--- src/rtl/whack_pkg.sv ---
// -----------------------------------------------------------------------------
// whack_pkg
// Shared definitions for the Whack-A-Mole score path.
//   state_t          : round sequencer states (IDLE, CLEAR, PLAY, OVER)
//   SCORE_W/SCORE_MAX: width and ceiling of the external score counter
//   TIME_W           : width of the round timer
//   score_saturated(): true when one more increment would overflow the
//                      counter, taking an increment already on the wire
//                      into account
// -----------------------------------------------------------------------------
package whack_pkg;

    localparam int SCORE_W   = 8;
    localparam int SCORE_MAX = 255;
    localparam int TIME_W    = 8;

    typedef enum logic [1:0] {
        IDLE  = 2'd0,
        CLEAR = 2'd1,
        PLAY  = 2'd2,
        OVER  = 2'd3
    } state_t;

    // The counter output is registered, so an increment issued this cycle is
    // not yet visible on 'score'. Treat 254 plus a pending increment as full.
    function automatic logic score_saturated(input logic [SCORE_W-1:0] score,
                                             input logic               inc_pending);
        return (score == SCORE_W'(SCORE_MAX)) ||
               (inc_pending && (score == SCORE_W'(SCORE_MAX - 1)));
    endfunction

endpackage

--- src/rtl/whack_score_ctrl_rr_arbiter.sv ---
// -----------------------------------------------------------------------------
// rr_arbiter
// Generic round-robin arbiter with a registered priority pointer.
//   clock   : system clock (rising edge)
//   reset   : asynchronous active-low reset, pointer returns to index 0
//   req     : N request bits
//   mask    : N bits that are excluded from this cycle's decision
//   advance : when high, a grant moves the pointer one past the winner
//   grant   : one-hot (or zero) combinational grant
// The grant is combinational so the caller decides where to register it.
// -----------------------------------------------------------------------------
module rr_arbiter #(
    parameter int N = 4
) (
    input  logic         clock,
    input  logic         reset,
    input  logic [N-1:0] req,
    input  logic [N-1:0] mask,
    input  logic         advance,
    output logic [N-1:0] grant
);

    localparam int PW = (N > 1) ? $clog2(N) : 1;

    logic [PW-1:0] ptr;
    logic [PW-1:0] next_ptr;
    logic [PW-1:0] idx;
    logic          found;

    // Scan starting at the pointer and wrap; the first eligible index wins.
    always_comb begin
        grant    = '0;
        next_ptr = ptr;
        idx      = '0;
        found    = 1'b0;
        for (int k = 0; k < N; k++) begin
            idx = PW'((int'(ptr) + k) % N);
            if (!found && req[idx] && !mask[idx]) begin
                grant[idx] = 1'b1;
                found      = 1'b1;
                next_ptr   = PW'((int'(idx) + 1) % N);
            end
        end
    end

    always_ff @(posedge clock or negedge reset) begin
        if (!reset) begin
            ptr <= '0;
        end else if (advance && found) begin
            ptr <= next_ptr;
        end
    end

endmodule

--- src/rtl/whack_score_ctrl.sv ---
// -----------------------------------------------------------------------------
// whack_score_ctrl
// Round sequencer and hit arbiter in front of the 8-bit score counter.
//   clock     : system clock (rising edge)
//   reset     : asynchronous active-low reset
//   start     : pulse, begins a round from IDLE or OVER
//   tick      : one-cycle time-base enable
//   hit_req   : per-mole level requests, held until acknowledged
//   hit_ack   : one-hot, one-cycle acknowledge (registered)
//   score     : current counter value (registered counter output)
//   score_clr : one-cycle clear to the counter
//   score_inc : one-cycle increment to the counter
//   time_left : ticks remaining in the round
//   playing   : high while in PLAY
//   game_over : high while in OVER
// A request sampled at edge k is acked in cycle k+1; if that ack cycle is a
// PLAY cycle and the counter is not full, score_inc follows in cycle k+2.
// -----------------------------------------------------------------------------
module whack_score_ctrl
    import whack_pkg::*;
#(
    parameter int NUM_MOLES   = 4,
    parameter int ROUND_TICKS = 60
) (
    input  logic                 clock,
    input  logic                 reset,
    input  logic                 start,
    input  logic                 tick,
    input  logic [NUM_MOLES-1:0] hit_req,
    output logic [NUM_MOLES-1:0] hit_ack,
    input  logic [SCORE_W-1:0]   score,
    output logic                 score_clr,
    output logic                 score_inc,
    output logic [TIME_W-1:0]    time_left,
    output logic                 playing,
    output logic                 game_over
);

    state_t                 state;
    logic [NUM_MOLES-1:0]   grant;
    logic                   credit_hit;

    // Arbitration runs in every state. Masking with the current ack keeps a
    // requester that is still high during its ack cycle from a second grant.
    rr_arbiter #(
        .N(NUM_MOLES)
    ) u_arb (
        .clock   (clock),
        .reset   (reset),
        .req     (hit_req),
        .mask    (hit_ack),
        .advance (1'b1),
        .grant   (grant)
    );

    // The ack visible now is the grant being judged. Only PLAY-cycle acks
    // earn a point, and only while the counter has room.
    assign credit_hit = (|hit_ack) && (state == PLAY) &&
                        !score_saturated(score, score_inc);

    // Sequencer, timer and registered outputs. score_clr is only set on the
    // way into CLEAR, and CLEAR is always entered from IDLE or OVER where no
    // increment can be generated for the following cycle, so the two strobes
    // never coincide.
    always_ff @(posedge clock or negedge reset) begin
        if (!reset) begin
            state     <= IDLE;
            hit_ack   <= '0;
            score_clr <= 1'b0;
            score_inc <= 1'b0;
            time_left <= '0;
            playing   <= 1'b0;
            game_over <= 1'b0;
        end else begin
            hit_ack   <= grant;
            score_inc <= credit_hit;
            score_clr <= 1'b0;
            case (state)
                IDLE, OVER: begin
                    if (start) begin
                        state     <= CLEAR;
                        score_clr <= 1'b1;
                        time_left <= TIME_W'(ROUND_TICKS);
                        game_over <= 1'b0;
                    end
                end
                CLEAR: begin
                    state   <= PLAY;
                    playing <= 1'b1;
                end
                PLAY: begin
                    if (tick) begin
                        if (time_left == TIME_W'(1)) begin
                            state     <= OVER;
                            time_left <= '0;
                            playing   <= 1'b0;
                            game_over <= 1'b1;
                        end else begin
                            time_left <= time_left - TIME_W'(1);
                        end
                    end
                end
                default: begin
                    state <= IDLE;
                end
            endcase
        end
    end

endmodule
--- config.mk ---
export PLATFORM = sky130hd
export DESIGN_NAME = whack_score_ctrl
export DESIGN_NICKNAME = d
export VERILOG_FILES = /design/src/rtl/whack_pkg.sv /design/src/rtl/whack_score_ctrl_rr_arbiter.sv /design/src/rtl/whack_score_ctrl.sv
export SDC_FILE = /design/constraint.sdc
export NUM_CORES = 1
export LEC_CHECK = 0
export ABC_AREA = 1
export CAP_MARGIN = 30
export CORE_MARGIN = 8
export CORE_UTILIZATION = 30
export CTS_BUF_LIST = sky130_fd_sc_hd__clkbuf_8
export DETAILED_ROUTE_END_ITERATION = 10
export GPL_ROUTABILITY_DRIVEN = 1
export PLACE_DENSITY_LB_ADDON = 0.1
export SLEW_MARGIN = 20
export SYNTH_ARGS = -nofsm -noshare
export SYNTH_HDL_FRONTEND = slang
export SYNTH_HIERARCHICAL = 1
export SYNTH_SLANG_ARGS = --single-unit
--- constraint.sdc ---
create_clock -name clock -period 1.8 [get_ports clock]
set_input_delay 0.36 -clock clock [delete_from_list [all_inputs] [get_ports clock]]
set_output_delay 0.36 -clock clock [all_outputs]
set_load 0.03 [all_outputs]
==> impl_metrics.env, run 1 <==
export IMPL_wl_um=3830
export IMPL_timing_hold_ws_ns=0.426
export IMPL_path_delay_family="buffers and inverters"
export IMPL_grt_pass1_vias=1418
export IMPL_max_cap_violations=0
export IMPL_grt_pass1_wl_um=6520
export IMPL_antenna_found_initial=0
export IMPL_synthMuxAreaShare_pct=0
export IMPL_crit_arrival_ns=1.39
export IMPL_path_buf_inv=1
export IMPL_synth_adder_area_share_pct=6.73
export IMPL_yosysMostFrequentCell="nand2_1"
export IMPL_crit_type="reg2out"
export IMPL_skew_ns=0.00467
export IMPL_p_per_area_nw_per_um2=1900
export IMPL_coreArea_um2=4750
export IMPL_drive_above_1_share_pct=15.4
export IMPL_h_tree_depth=1
export IMPL_path_cells="clkdlybuf4s50_1"
export IMPL_synthTopCellsByArea="dfrtp_1 34%, nand2_1 13%, inv_1 8.3%"
export IMPL_cp_start_kind="register"
export IMPL_hold_viol=0
export IMPL_crit_path_max_incr_delay_ns=0.70
export IMPL_hp_class="in2async"
export IMPL_start_util_pct=31.3
export IMPL_yosys_warnings=6
export IMPL_io_buffers=31
export IMPL_ant_nets=0
export IMPL_async_reset_ff_share_pct=100
export IMPL_die_x_um=86.4
export IMPL_synth_area_leader_cell="dfrtp_1"
export IMPL_ioPinCount=32
export IMPL_synth_top_area_share_pct=33.6
export IMPL_dpl_instance_area_um2=1930
export IMPL_p_leak_nw=1.00
export IMPL_area_delta_synth_final_pct=35.9
export IMPL_dp_hpwl_um=3050
export IMPL_grtUsageTotal_pct=10.9
export IMPL_drc_errors=0
export IMPL_die_area_um2=7470
export IMPL_layout_setup_ws_ns=0.0481
export IMPL_synth_edf_count=0
export IMPL_post_drt_via_cell_ratio=4.45
export IMPL_total_power_mw=3.85
export IMPL_post_cts_buffers=0
export IMPL_layout_nets=279
export IMPL_fin_setup_tns_ns=0
export IMPL_row_count=25
export IMPL_cts_root_buffer="clkbuf_8"
export IMPL_yosysUniqueCellTypes=24
export IMPL_cts_sinks=20
export IMPL_first_iter_violations=60
export IMPL_grt_overflow=0
export IMPL_finalCriticalPeriod_ns=1.75
export IMPL_ys_seq_area_share_pct=33.6
export IMPL_status="finished, final reports clean"
export IMPL_critPathSlowestCell="clkdlybuf4s50_1"
export IMPL_multiInputGateArea_um2=865
export IMPL_fmax_mhz=571
export IMPL_rsz0062_at_grt="no"
export IMPL_cp_required_ns=1.44
export IMPL_yosys_area_share_simple_pct=40.2
export IMPL_setup_violations=0
export IMPL_numCtsBuffers=3
export IMPL_cp_end_kind="output port"
export IMPL_grt_start_max_net_pins=21
export IMPL_ys_flop_type="dfrtp_1"
export IMPL_drtPass1Iterations=4
export IMPL_synth_xor_area_share_pct=0.589
export IMPL_avgSynthCellArea_um2=7.05
export IMPL_register_area_um2=500
export IMPL_design_area_um2=2020
export IMPL_worstPathMaxFanout=5
export IMPL_maxSlewViolCount=0
export IMPL_cts_max_path_buffers=2
export IMPL_finalCritPeriodShare_pct=97.3
export IMPL_synth_compound_area_share_pct=8.49
export IMPL_pre_cts_slack_ns=-0.0396
export IMPL_synthCells=211
export IMPL_nFillCells=517
export IMPL_cts_tree="built"
export IMPL_ir_drop_mv=0.702
export IMPL_die_h_um=86.4
export IMPL_synth_top_family_by_area="simple AND/OR/NAND/NOR gates"
export IMPL_synthTopCellsByCount="53 x nand2_1, 33 x inv_1, 23 x nor2_1"
export IMPL_netlist_area_um2=1490
export IMPL_vias=1428
export IMPL_clock_latency_ns=0.27
export IMPL_synth_seq_cells=20
export IMPL_routedWlPerCell_um=11.9
export IMPL_diodes=0
export IMPL_gp_congestion=0.839
export IMPL_path_clk_slew_ns=0.08
-- area by class of cell --
type / instances / share of cell area (%)
inverter: 34 / 6.31
multi-input combinational: 157 / 42.8
timing repair buffer: 39 / 18.5
tap: 67 / 4.15
clock inverter: 1 / 1.49
sequential: 20 / 24.8
clock buffer: 3 / 2.04
-- flip-flops by register name, summed over array words and instances, names as in the netlist --
register / flops
playing: 1
score_clr: 1
u_arb/ptr: 2
hit_ack: 4
state: 2
game_over: 1
time_left: 8
score_inc: 1
-- power by group --
group | internal (mW) | switching [mW]
Combinational | 0.993 | 1.67
Sequential | 0.612 | 0.117
Clock | 0.297 | 0.164
-- kinds of logic (layout without fill, tap and decap cells) --
| family | Yosys count | after routing |
|---|---|---|
| other cells | 1 | 3 |
| flops | 20 | 20 |
| xor+xnor | 1 | 1 |
| compound gates | 23 | 23 |
| buf+inv | 36 | 77 |
| fa+ha+maj | 8 | 8 |
| simple gates | 122 | 122 |
-- metrics by stage --
stage | cells | utilization, %
after floorplan | 213 | -
after global placement | 317 | 40.5
after detailed placement | 317 | 40.5
after CTS | 321 | 42.0
after global routing | 321 | 42.5
final | 321 | 42.5
-- timing repair --
action	in CTS	in global routing
resized for setup	1	5
hold buffers	0	0
setup endpoints to repair	1	4
pin swaps	0	1
-- layout by cell type (no fill, tap or decap), types with 2 or more instances in the layout --
cell type and instances:
nand2_1 53, inv_1 32, clkdlybuf4s50_1 28, nor2_1 23, dfrtp_1 20, nand3_1 17
nand2_2 10, a21oi_1 9, o21ai_0 8, buf_4 8, ha_1 7, nand4_1 4
nand2_4 4, o22ai_1 3, clkbuf_8 3, nand3_2 3, conb_1 3, nor2_2 2
nor2_4 2, o21ai_2 2, dlymetal6s2s_1 2, inv_2 2
-- path summary, 6_finish.rpt --
kind                            cells past startpoint  slack, ns         start           end
max in group asynchronous                           2       1.15         reset  time_left[0]
worst max register to register                     11       0.16  u_arb/ptr[1]  u_arb/ptr[1]
min in group clock                                  2       0.49     game_over     game_over
worst max-delay path                                1       0.05  time_left[6]  time_left[6]
worst min register to register                      2       0.49     game_over     game_over
worst min-delay path                                2       0.43         reset     game_over
-- per-layer routing --
| layer | GRT usage (%) | share of wire (%) |
|---|---|---|
| met1 | 14.3 | 50 |
| met2 | 16.7 | 42 |
| met3 | 3.02 | 6.9 |
| met4 | 3.29 | 0.89 |
| met5 | 0 | 0 |
Power figures use the tool's default switching activity.
==> run 2: changes to the inputs <==
--- a/config.mk
+++ b/config.mk
@@ -6,7 +6,7 @@
 export NUM_CORES = 1
 export LEC_CHECK = 0
 export ABC_AREA = 1
-export CAP_MARGIN = 30
+export CAP_MARGIN = 25
 export CORE_MARGIN = 8
 export CORE_UTILIZATION = 30
 export CTS_BUF_LIST = sky130_fd_sc_hd__clkbuf_8
==> results of run 2 <==
No change in the layout: final DEF, timing and power equal those of run 1.
==> run 3: changes to the inputs <==
--- a/config.mk
+++ b/config.mk
@@ -12,6 +12,7 @@
 export CTS_BUF_LIST = sky130_fd_sc_hd__clkbuf_8
 export DETAILED_ROUTE_END_ITERATION = 10
 export GPL_ROUTABILITY_DRIVEN = 1
+export HOLD_SLACK_MARGIN = 0.02
 export PLACE_DENSITY_LB_ADDON = 0.1
 export SLEW_MARGIN = 20
 export SYNTH_ARGS = -nofsm -noshare
==> constraint.sdc (replaced) <==
create_clock -name clock -period 1.8 [get_ports clock]
set_input_delay 0.18 -clock clock [delete_from_list [all_inputs] [get_ports clock]]
set_output_delay 0.18 -clock clock [all_outputs]
set_load 0.03 [all_outputs]
==> run 3 against run 2 <==
Net effect: sequential power barely moved; cell count is 0.62% lower; fmax grew 8.5%.
==> impl_metrics.env, run 3 (synthesis results as in run 1) <==
export IMPL_grt_overflow=0
export IMPL_crit_arrival_ns=1.77
export IMPL_design_area_um2=1970
export IMPL_cp_start_kind="register"
export IMPL_timing_hold_ws_ns=0.258
export IMPL_path_delay_family="simple AND/OR/NAND/NOR gates"
export IMPL_pre_cts_slack_ns=0.0587
export IMPL_fmax_mhz=619
export IMPL_grt_pass1_vias=1335
export IMPL_layout_cells_most_common="nand2_1"
export IMPL_crit_type="reg2reg"
export IMPL_coreArea_um2=4750
export IMPL_finalCritPeriodShare_pct=89.7
export IMPL_final_cell_mix="53 x nand2_1, 32 x inv_1, 31 x clkdlybuf4s50_1"
export IMPL_antenna_found_initial=0
export IMPL_cp_required_ns=1.95
export IMPL_p_per_area_nw_per_um2=1830
export IMPL_skew_ns=0.00336
export IMPL_reg_largest_list="time_left x8, hit_ack x4"
export IMPL_grt_start_max_net_pins=21
export IMPL_status="finished, final reports clean"
export IMPL_routedWlPerCell_um=11.5
export IMPL_cts_resized=0
export IMPL_die_h_um=86.4
export IMPL_path_clk_slew_ns=0.08
export IMPL_cts_sinks=20
export IMPL_clock_latency_ns=0.26
export IMPL_hp_class="in2async"
export IMPL_cts_root_buffer="clkbuf_8"
export IMPL_setup_violations=0
export IMPL_maxSlewViolCount=0
export IMPL_path_cells="inv_2 > ha_1 > inv_2 > nand3_2 > nand2_4 > nor2_4 > nand2_2 > nand2_1 > nand2_1 > nand2_1 > nor2_1 > nor2_1"
export IMPL_ir_drop_mv=0.736
export IMPL_critPathSlowestCell="dfrtp_1"
export IMPL_layout_setup_ws_ns=0.185
export IMPL_p_leak_nw=0.974
export IMPL_numCtsBuffers=3
export IMPL_drc_errors=0
export IMPL_drive_above_1_share_pct=14.3
export IMPL_cp_end_kind="register"
export IMPL_wl_um=3670
export IMPL_h_tree_depth=1
export IMPL_drtPass1Iterations=4
export IMPL_post_drt_via_cell_ratio=4.46
export IMPL_finalCriticalPeriod_ns=1.61
export IMPL_path_buf_inv=2
export IMPL_ant_nets=0
export IMPL_max_cap_violations=0
export IMPL_gp_congestion=0.803
export IMPL_area_delta_synth_final_pct=32.2
export IMPL_top_register="time_left"
export IMPL_die_x_um=86.4
export IMPL_ioPinCount=32
export IMPL_vias=1423
export IMPL_grtUsageTotal_pct=10.3
export IMPL_postCtsHoldBufs=0
export IMPL_total_power_mw=3.60
export IMPL_cts_max_path_buffers=2
export IMPL_die_area_um2=7470
export IMPL_rsz0062_at_grt="no"
export IMPL_worstPathMaxFanout=4
export IMPL_cpMostUsedCell="nand2_1"
export IMPL_grt_pass1_wl_um=6290
export IMPL_fin_setup_tns_ns=0
export IMPL_crit_path_max_incr_delay_ns=0.36
export IMPL_dp_hpwl_um=2960
export IMPL_hold_viol=0
export IMPL_dpl_instance_area_um2=1910
export IMPL_first_iter_violations=105
export IMPL_diodes=0
export IMPL_post_cts_buffers=0
export IMPL_start_util_pct=31.3
export IMPL_io_buffers=31
export IMPL_cts_tree="built"
export IMPL_layout_nets=277
export IMPL_row_count=25
export IMPL_largest_reg_flops=8
run 3: cell count changes in the layout (fill, tap and decap cells not counted):
cell / change
ha_4: -1
buf_4: -2
clkdlybuf4s50_1: +3
dlygate4sd2_1: -1
ha_1: +1
nand3_2: +1
bufinv_16: -1
nand3_4: -1
clkbuf_8: +1
dlymetal6s2s_1: -2
run 3: path summary, 6_finish.rpt:
| kind | start | end | slack (ns) | depth (start not counted) |
|---|---|---|---|---|
| worst max-delay path | u_arb/ptr[0] | u_arb/ptr[1] | 0.19 | 12 |
| worst min-delay path | reset | time_left[1] | 0.26 | 2 |
| worst max register to register | u_arb/ptr[0] | u_arb/ptr[1] | 0.19 | 12 |
| worst min register to register | playing | playing | 0.48 | 2 |
| max in group asynchronous | reset | u_arb/ptr[1] | 1.32 | 2 |
| min in group clock | start | score_clr | 0.47 | 3 |
run 3: through the flow:
| step | utilization, % | std cells |
|---|---|---|
| final | 41.4 | 319 |
| after global routing | 41.4 | 319 |
| after CTS | 41.4 | 319 |
| after detailed placement | 40.2 | 315 |
| after global placement | 40.2 | 315 |
| after floorplan | - | 213 |
run 3: power by group:
| group | switching (mW) | internal (mW) |
|---|---|---|
| clock network | 0.154 | 0.195 |
| logic | 1.60 | 0.921 |
| registers | 0.117 | 0.612 |
| total | 1.87 | 1.73 |
run 3: cell type report:
cell class                 count  area (um^2)
fill                         521         2790
tap                           67         83.8
multi-input combinational    157          845
inverter                      34          128
sequential                    20          500
timing repair buffer          37          355
clock buffer                   4         55.1
run 3: layer usage:
metal | global-route usage (%) | routed length, um | up-vias
met5 | 0 | 0 | -
met1 | 13.6 | 1750 | 617
li1 | - | - | 745
met3 | 3.59 | 390 | 2
met2 | 16.0 | 1530 | 59
met4 | 1.41 | 4 | 0
run 3: worst register-to-register path, stage by stage (launching register included):
cell and delay [ns]:
dfrtp_1 0.36, inv_2 0.04, ha_1 0.34, inv_2 0.11, nand3_2 0.10, nand2_4 0.10
nor2_4 0.05, nand2_2 0.06, nand2_1 0.05, nand2_1 0.08, nand2_1 0.06, nor2_1 0.11
nor2_1 0.05
